<file path="config.mk">
export PLATFORM = sky130hd
export DESIGN_NAME = fetch_stage_ctrl_flat
export DESIGN_NICKNAME = d
export VERILOG_FILES = /design/src/rtl/fetch_pkg.sv /design/src/rtl/fetch_stage_ctrl_if.sv /design/src/rtl/fetch_hold_buf.sv /design/src/rtl/fetch_stage_ctrl.sv /design/src/flat_wrapper.sv
export SDC_FILE = /design/constraint.sdc
export NUM_CORES = 1
export LEC_CHECK = 0
export ABC_AREA = 1
export BUFFER_PORTS_ARGS = -buffer_cell sky130_fd_sc_hd__buf_2
export CAP_MARGIN = 10
export CORE_AREA = 2 2 80 97
export CTS_BUF_LIST = sky130_fd_sc_hd__clkbuf_16
export CTS_CLUSTER_SIZE = 10
export DETAILED_ROUTE_END_ITERATION = 6
export DIE_AREA = 0 0 82 99
export GPL_TIMING_DRIVEN = 0
export MAX_ROUTING_LAYER = met4
export PLACE_DENSITY = 0.86
export SLEW_MARGIN = 20
export SYNTH_ARGS = -nofsm -noshare
export SYNTH_HDL_FRONTEND = slang
export SYNTH_HIERARCHICAL = 1
export SYNTH_SLANG_ARGS = --single-unit
</file>
<file path="constraint.sdc">
create_clock -name clk -period 2.8 [get_ports clk]
set_input_delay 0.42 -clock clk [delete_from_list [all_inputs] [get_ports clk]]
set_output_delay 0.42 -clock clk [all_outputs]
set_load 0.03 [all_outputs]
</file>
<file path="src/rtl/fetch_pkg.sv">
// Shared types and constants for the instruction-fetch controller.
// The HALTED state exists only when HALT_DETECT_EN is defined.
package fetch_pkg;

  typedef enum logic [2:0] {
    StReq,
    StWait,
    StHold,
    StDrain
`ifdef HALT_DETECT_EN
    ,
    StHalted
`endif
  } fetch_state_e;

  localparam logic [15:0] NOP_INSTR_DEFAULT = 16'h0800;
  localparam logic [4:0]  HALT_OPCODE       = 5'b00000;
  localparam logic [15:0] PC_INC            = 16'd2;

  function automatic logic is_halt(input logic [15:0] instr);
    return instr[15:11] == HALT_OPCODE;
  endfunction

endpackage

</file>
<file path="src/rtl/fetch_stage_ctrl_if.sv">
// Instruction-memory request/response bus between the fetch controller (master)
// and instruction memory (slave).
interface fetch_stage_ctrl_if;
  logic        imem_req;
  logic [15:0] imem_addr;
  logic        imem_busy;
  logic        imem_done;
  logic [15:0] imem_rdata;

  modport master (
    output imem_req, imem_addr,
    input  imem_busy, imem_done, imem_rdata
  );

  modport slave (
    input  imem_req, imem_addr,
    output imem_busy, imem_done, imem_rdata
  );
endinterface

</file>
<file path="src/rtl/fetch_hold_buf.sv">
// Holds one fetched {instr, pc} pair while decode is stalled.
module fetch_hold_buf (
  input  logic        clk,
  input  logic        rst,
  input  logic        load,
  input  logic        clear,
  input  logic [15:0] load_instr,
  input  logic [15:0] load_pc,
  output logic [15:0] instr,
  output logic [15:0] pc
);

  logic [31:0] data_q;

  always_ff @(posedge clk or negedge rst) begin
    if (!rst) begin
      data_q <= '0;
    end else if (clear) begin
      data_q <= '0;
    end else if (load) begin
      data_q <= {load_instr, load_pc};
    end
  end

  assign instr = data_q[31:16];
  assign pc    = data_q[15:0];

endmodule

</file>
<file path="src/rtl/fetch_stage_ctrl.sv">
// Instruction-fetch controller feeding the IF/ID register; owns the PC and the imem bus.
// Optional HALT detection is enabled by defining HALT_DETECT_EN.
module fetch_stage_ctrl
  import fetch_pkg::*;
#(
  parameter logic [15:0] RESET_PC  = 16'h0000,
  parameter logic [15:0] NOP_INSTR = NOP_INSTR_DEFAULT
) (
  input  logic                      clk,
  input  logic                      rst,
  input  logic                      stall_in,
  input  logic                      redirect_valid,
  input  logic [15:0]               redirect_pc,
  fetch_stage_ctrl_if.master        imem,
  output logic                      if_en,
  output logic                      if_valid,
  output logic [15:0]               if_instr,
  output logic [15:0]               if_pc,
  output logic [15:0]               if_pc_plus2,
  output logic                      halted
);

  fetch_state_e state_q, state_d;
  logic [15:0]  pc_q, pc_d;
  logic         pc_en;
  logic         hold_load, hold_clear;
  logic [15:0]  hold_instr, hold_pc;
  logic         deliver, accepted;
  logic [15:0]  dlv_instr, dlv_pc;

  fetch_hold_buf u_hold_buf (
    .clk        (clk),
    .rst        (rst),
    .load       (hold_load),
    .clear      (hold_clear),
    .load_instr (imem.imem_rdata),
    .load_pc    (pc_q),
    .instr      (hold_instr),
    .pc         (hold_pc)
  );

  always_comb begin
    state_d    = state_q;
    pc_d       = pc_q + PC_INC;
    pc_en      = 1'b0;
    hold_load  = 1'b0;
    hold_clear = 1'b0;
    deliver    = 1'b0;
    dlv_instr  = NOP_INSTR;
    dlv_pc     = pc_q;
    accepted   = 1'b0;

    unique case (state_q)
      StReq: begin
        accepted = !imem.imem_busy;
        if (accepted) state_d = StWait;
      end
      StWait: begin
        if (imem.imem_done && !stall_in) begin
          deliver   = 1'b1;
          dlv_instr = imem.imem_rdata;
          pc_en     = 1'b1;
          state_d   = StReq;
        end else if (imem.imem_done) begin
          hold_load = 1'b1;
          state_d   = StHold;
        end
      end
      StHold: begin
        deliver   = 1'b1;
        dlv_instr = hold_instr;
        dlv_pc    = hold_pc;
        if (!stall_in) begin
          pc_en   = 1'b1;
          state_d = StReq;
        end
      end
      StDrain: begin
        if (imem.imem_done) state_d = StReq;
      end
`ifdef HALT_DETECT_EN
      StHalted: state_d = StHalted;
`endif
      default: state_d = StReq;
    endcase

`ifdef HALT_DETECT_EN
    // HALT still reaches IF/ID; fetching stops only after it has been taken.
    if (deliver && !stall_in && is_halt(dlv_instr)) state_d = StHalted;
`endif

    // A redirect overrides everything; an in-flight response must be drained.
    if (redirect_valid) begin
      deliver    = 1'b0;
      dlv_instr  = NOP_INSTR;
      pc_en      = 1'b1;
      pc_d       = redirect_pc;
      hold_load  = 1'b0;
      hold_clear = 1'b1;
      if ((state_q == StReq && accepted) ||
          ((state_q == StWait || state_q == StDrain) && !imem.imem_done)) begin
        state_d = StDrain;
      end else begin
        state_d = StReq;
      end
    end
  end

  always_ff @(posedge clk or negedge rst) begin
    if (!rst) begin
      state_q <= StReq;
      pc_q    <= RESET_PC;
    end else begin
      state_q <= state_d;
      if (pc_en) pc_q <= pc_d;
    end
  end

  // Gated by rst so no request escapes while reset is held.
  assign imem.imem_req  = rst && (state_q == StReq);
  assign imem.imem_addr = pc_q;

  assign if_en       = !stall_in;
  assign if_valid    = deliver;
  assign if_instr    = deliver ? dlv_instr : NOP_INSTR;
  assign if_pc       = deliver ? dlv_pc : 16'h0000;
  assign if_pc_plus2 = deliver ? dlv_pc + PC_INC : 16'h0000;

`ifdef HALT_DETECT_EN
  assign halted = (state_q == StHalted);
`else
  assign halted = 1'b0;
`endif

  imem_done_in_window: assert property (@(posedge clk) disable iff (!rst)
    imem.imem_done |-> (state_q == StWait || state_q == StDrain));

endmodule

</file>
<file path="src/flat_wrapper.sv">
// flat-port wrapper written by rule: the top's interface ports become plain ports
module fetch_stage_ctrl_flat import fetch_pkg::*;
#(
  parameter logic [15:0] RESET_PC  = 16'h0000,
  parameter logic [15:0] NOP_INSTR = NOP_INSTR_DEFAULT
)
  (clk, rst, stall_in, redirect_valid, redirect_pc, if_en, if_valid, if_instr, if_pc, if_pc_plus2, halted, imem_imem_req, imem_imem_addr, imem_imem_busy, imem_imem_done, imem_imem_rdata);
  fetch_stage_ctrl_if imem_i ();
  input  logic clk;
  input  logic rst;
  input  logic stall_in;
  input  logic redirect_valid;
  input  logic [15:0] redirect_pc;
  output logic if_en;
  output logic if_valid;
  output logic [15:0] if_instr;
  output logic [15:0] if_pc;
  output logic [15:0] if_pc_plus2;
  output logic halted;
  output wire logic [$bits(imem_i.imem_req)-1:0] imem_imem_req;
  output wire logic [$bits(imem_i.imem_addr)-1:0] imem_imem_addr;
  input wire logic [$bits(imem_i.imem_busy)-1:0] imem_imem_busy;
  input wire logic [$bits(imem_i.imem_done)-1:0] imem_imem_done;
  input wire logic [$bits(imem_i.imem_rdata)-1:0] imem_imem_rdata;
  assign imem_imem_req = imem_i.imem_req;
  assign imem_imem_addr = imem_i.imem_addr;
  assign imem_i.imem_busy = imem_imem_busy;
  assign imem_i.imem_done = imem_imem_done;
  assign imem_i.imem_rdata = imem_imem_rdata;
  fetch_stage_ctrl #(.RESET_PC(RESET_PC), .NOP_INSTR(NOP_INSTR)) u_core (.clk(clk), .rst(rst), .stall_in(stall_in), .redirect_valid(redirect_valid), .redirect_pc(redirect_pc), .imem(imem_i), .if_en(if_en), .if_valid(if_valid), .if_instr(if_instr), .if_pc(if_pc), .if_pc_plus2(if_pc_plus2), .halted(halted));
endmodule
</file>
==> impl_results.md <==
* Kind of path behind the tightest hold check: input pin to async pin
* Summed instance area of the synthesized netlist at 3710 um^2
* Number of antenna violations at the first check in global routing at 0
* Standard-cell row count at 34
* Series of cell instances along the critical path: inv_2, ha_1, buf_6, nand2_2, o21ai_4, nand2_2, buf_4, buf_4, nor2_2, buf_4, clkbuf_4
* CP arrival at 2300 ps
* Routed wire per std cell at 15.1 um
* Post-Syn Nets at 589
* Reg2reg start: u_core/state_q[1]$_DFFE_PN0P_
* Detail Route Antenna Nets at 0
* Area of all sequential standard cells at 1250 um^2
* Number of placed I/O pins at 106
* Critical path endpoint category: output pin
* Via/cell ratio at 5.51
* Dpl cells at 738
* Detailed-route DRC error count at 0
* Die height at 99 um
* Number of hold-slack violations in the final timing report at 0
* Clock buffers created by TritonCTS at 5
* Finished Layout Cells at 754
* Design area at 4700 um^2
* Clock root buffer: sky130_fd_sc_hd__clkbuf_16
* Unrepaired setup endpoints after global routing: true
* Number of DRC markers after the initial detailed-route iteration at 370
* Cell variety after synth at 35
* Clk_lat worst skew at 290 ps
* Number of failing setup endpoints in the final timing report at 0
* Starting Density at 0.519
* Setup slack at placement at 5.90 ps
* Headroom to the max-slew limit at 0.574
* Req. time, crit path at 2380 ps
* Initial DRT Pass Iterations at 5
* Most frequent standard cell in the layout excluding fill and tap cells: sky130_fd_sc_hd__nand2_1
* Combinational family with the most area after synthesis: simple AND/OR/NAND/NOR gates
* Fraction of the cycle the final worst path needs at 0.971
* Fraction of synthesized cell area in xor and xnor cells at 0.0118
* Maximum clock path buffer count at 2
* Syn Inst Count at 545
* Estimated wirelength of the detail-placed design at 7960 um
* CTS tree: done
* Largest fanout of any net on the critical path at 10
* Vias after detailed routing at 4156
* Number of warning messages in the yosys log at 6
* Flop and latch count out of synthesis at 50
* Power per Cell Area at 695 nW/um^2
* Adder-cell share of the synthesized area at 0.0202
* Net count of the finished layout at 707
* Placement Cell Area at 4340 um^2
* Global routing usage summed across all routing layers at 0.287
* EDFF count, synth at 0
* Pin count of the biggest net entering global routing at 52
* Worst stage delay on the critical path at 430 ps
* Beginning of the critical path: u_core/state_q[1]$_DFFE_PN0P_
* Synth Area in Simple Gates at 0.410
* Most frequent cells in the layout: 183 x sky130_fd_sc_hd__nand2_1, 101 x sky130_fd_sc_hd__buf_2, 50 x sky130_fd_sc_hd__dfrtp_1
* Async set-or-reset flop fraction in the synthesized netlist at 1.00
* Slew at the pin closest to its max-slew limit at 639 ps
* Wire length of the first global-routing pass at 17900 um
* Buffers added on ports at 103
* Post-Synthesis Mean Instance Area at 6.80 um^2
* Fraction of the yosys area taken by sequential cells at 0.337
* Number of global-route vias before repair at 3842
* Highest achievable clock rate at 368 MHz
* Die Area at 8120 um^2
* Core Box Area at 7150 um^2
* Standby leakage power at 2.59 nW
* Worst setup slack after layout at 82.1 ps
* Layout overhead on the synthesized area at 26.8%
* Width of the chip at 82 um
* Max IR drop VDD at 520 uV
* Weighted congestion reported at the end of routability-driven placement at 0.926
* Fillers at 635
* Worst Skew at 3.15 ps
* Number of antenna cells inserted at 0
* Launching element type of the critical path: flip-flop
* Max-slew violation count at 0
* Multiplexer share of the synthesized area at 0
* Cell with the largest stage delay on the worst path: sky130_fd_sc_hd__dfrtp_1
* CTS sink count at 50
* Number of max-cap violations at 0
* Cell family with the largest share of critical-path delay: buffers and inverters
* Cell seen most often among critical-path stages: sky130_fd_sc_hd__buf_4
* Count of buffer and inverter cells on the critical path at 6
* Period minus WS final at 2720 ps
* Routed WL at 11400 um
* Area of the multi-input gates at 2120 um^2
* Overflow after GRT at 0
* Maximum level of the CTS H-tree at 2
* Kind of critical path: flip-flop to output pin
* Result of the run: finished clean
* Fraction of layout instances using a drive strength above 1 at 0.279
* Main flop type after synthesis: sky130_fd_sc_hd__dfrtp_1
* Reg clk slew, reported paths at 70 ps
* Synth Area in Compound Gates at 0.105
[report_power, final]
part,leakage [nW],switching [W],internal [W]
logic,1.84,0.00112,0.000551
clock network,0.0864,0.000260,0.000415
registers,0.661,0.000122,0.000802
total,2.59,0.00150,0.00177
[through the flow]
stage,hold WS (ps),util,total power (W),setup TNS (ps)
floorplan,124,-,0.00196,0
global placement,451,0.607,0.00233,0
detailed placement,458,0.607,0.00236,0
CTS,187,0.641,0.00312,0
global route,210,0.658,0.00347,-200
finish,151,0.658,0.00327,0
[area by class of cell]
| class | instances | share of cell area |
|---|---|---|
| timing repair buffer | 111 | 0.130 |
| clock inverter | 3 | 0.00798 |
| buffer | 31 | 0.0540 |
| clock buffer | 5 | 0.0266 |
| tap | 90 | 0.0239 |
| inverter | 51 | 0.0407 |
| sequential | 50 | 0.266 |
| multi-input combinational | 413 | 0.451 |
[timing repair]
item / in CTS / in global routing
endpoints found under the setup margin: 11 / 28
pin swaps: 2 / 4
gates resized for setup: 12 / 26
hold endpoints to repair: 0 / 0
hold buffers: 0 / 0
setup buffers: 2 / 6
[state kept, by name, summed over array words and instances, names as in the netlist]
name / count
u_core/u_hold_buf/data_q: 32
u_core/imem.imem_addr: 16
u_core/state_q: 2
[cell families (layout without fill, tap and decap cells)]
| kind of cell | Yosys count | in the layout |
|---|---|---|
| buf+inv | 82 | 201 |
| simple gates | 333 | 333 |
| other cells | 1 | 1 |
| fa+ha+maj | 6 | 6 |
| flops | 50 | 50 |
| compound gates | 68 | 68 |
| xor+xnor | 5 | 5 |
[cell usage after synthesis, types with 2 or more instances]
master | n | area [um^2]
sky130_fd_sc_hd__nand4_1 | 24 | 150
sky130_fd_sc_hd__o21ai_1 | 4 | 20.0
sky130_fd_sc_hd__a31oi_1 | 2 | 12.5
sky130_fd_sc_hd__and3_1 | 2 | 12.5
sky130_fd_sc_hd__buf_4 | 8 | 60.1
sky130_fd_sc_hd__nor3_1 | 3 | 15.0
sky130_fd_sc_hd__clkbuf_1 | 2 | 7.51
sky130_fd_sc_hd__ha_1 | 6 | 75.1
sky130_fd_sc_hd__o21bai_1 | 2 | 15.0
sky130_fd_sc_hd__nor2_1 | 46 | 173
sky130_fd_sc_hd__o21ai_0 | 21 | 105
sky130_fd_sc_hd__nand2_1 | 183 | 687
sky130_fd_sc_hd__o21ai_2 | 6 | 52.6
sky130_fd_sc_hd__nand2_2 | 7 | 43.8
sky130_fd_sc_hd__dfrtp_1 | 50 | 1250
sky130_fd_sc_hd__buf_6 | 9 | 101
sky130_fd_sc_hd__a21oi_1 | 24 | 120
sky130_fd_sc_hd__inv_2 | 3 | 11.3
sky130_fd_sc_hd__o211ai_1 | 5 | 37.5
sky130_fd_sc_hd__buf_2 | 8 | 40.0
sky130_fd_sc_hd__xor2_1 | 5 | 43.8
sky130_fd_sc_hd__nor2_8 | 2 | 40.0
sky130_fd_sc_hd__o22ai_1 | 3 | 18.8
sky130_fd_sc_hd__nand2_4 | 2 | 22.5
sky130_fd_sc_hd__inv_1 | 48 | 180
sky130_fd_sc_hd__nand3_2 | 6 | 60.1
sky130_fd_sc_hd__nand3_1 | 50 | 250
sky130_fd_sc_hd__buf_1 | 3 | 11.3
sky130_fd_sc_hd__nor2_2 | 5 | 31.3
[worst register-to-register path, cell delays in order (launching register included)]
cell                      delay, ps
sky130_fd_sc_hd__dfrtp_1        430
sky130_fd_sc_hd__inv_2           90
sky130_fd_sc_hd__ha_1           160
sky130_fd_sc_hd__buf_6          140
sky130_fd_sc_hd__nand2_2         90
sky130_fd_sc_hd__nand2_1         80
sky130_fd_sc_hd__nand3_2        130
sky130_fd_sc_hd__nor2_2         340
sky130_fd_sc_hd__inv_1          160
sky130_fd_sc_hd__o22ai_1        140
sky130_fd_sc_hd__a21oi_1         60
[layer usage]
layer	wire, um	vias to the layer above	track usage
met2	5670	199	0.464
li1	-	1994	-
met3	801	33	0.0330
met4	369	0	0.108
met5	0	-	-
met1	4520	1930	0.367
[final timing paths]
path	cells past startpoint	slack, ps	end
max	11	80	if_pc_plus2[0]
min in group clk	3	360	u_core/imem.imem_addr[11]$_DFFE_PN0P_
min	1	150	u_core/u_hold_buf/data_q[17]$_DFFE_PN0P_
min reg2reg	2	470	u_core/u_hold_buf/data_q[23]$_DFFE_PN0P_
max in group asynchronous	1	2220	u_core/imem.imem_addr[8]$_DFFE_PN0P_
max reg2reg	10	860	u_core/imem.imem_addr[3]$_DFFE_PN0P_
Power figures use the tool's default switching activity.
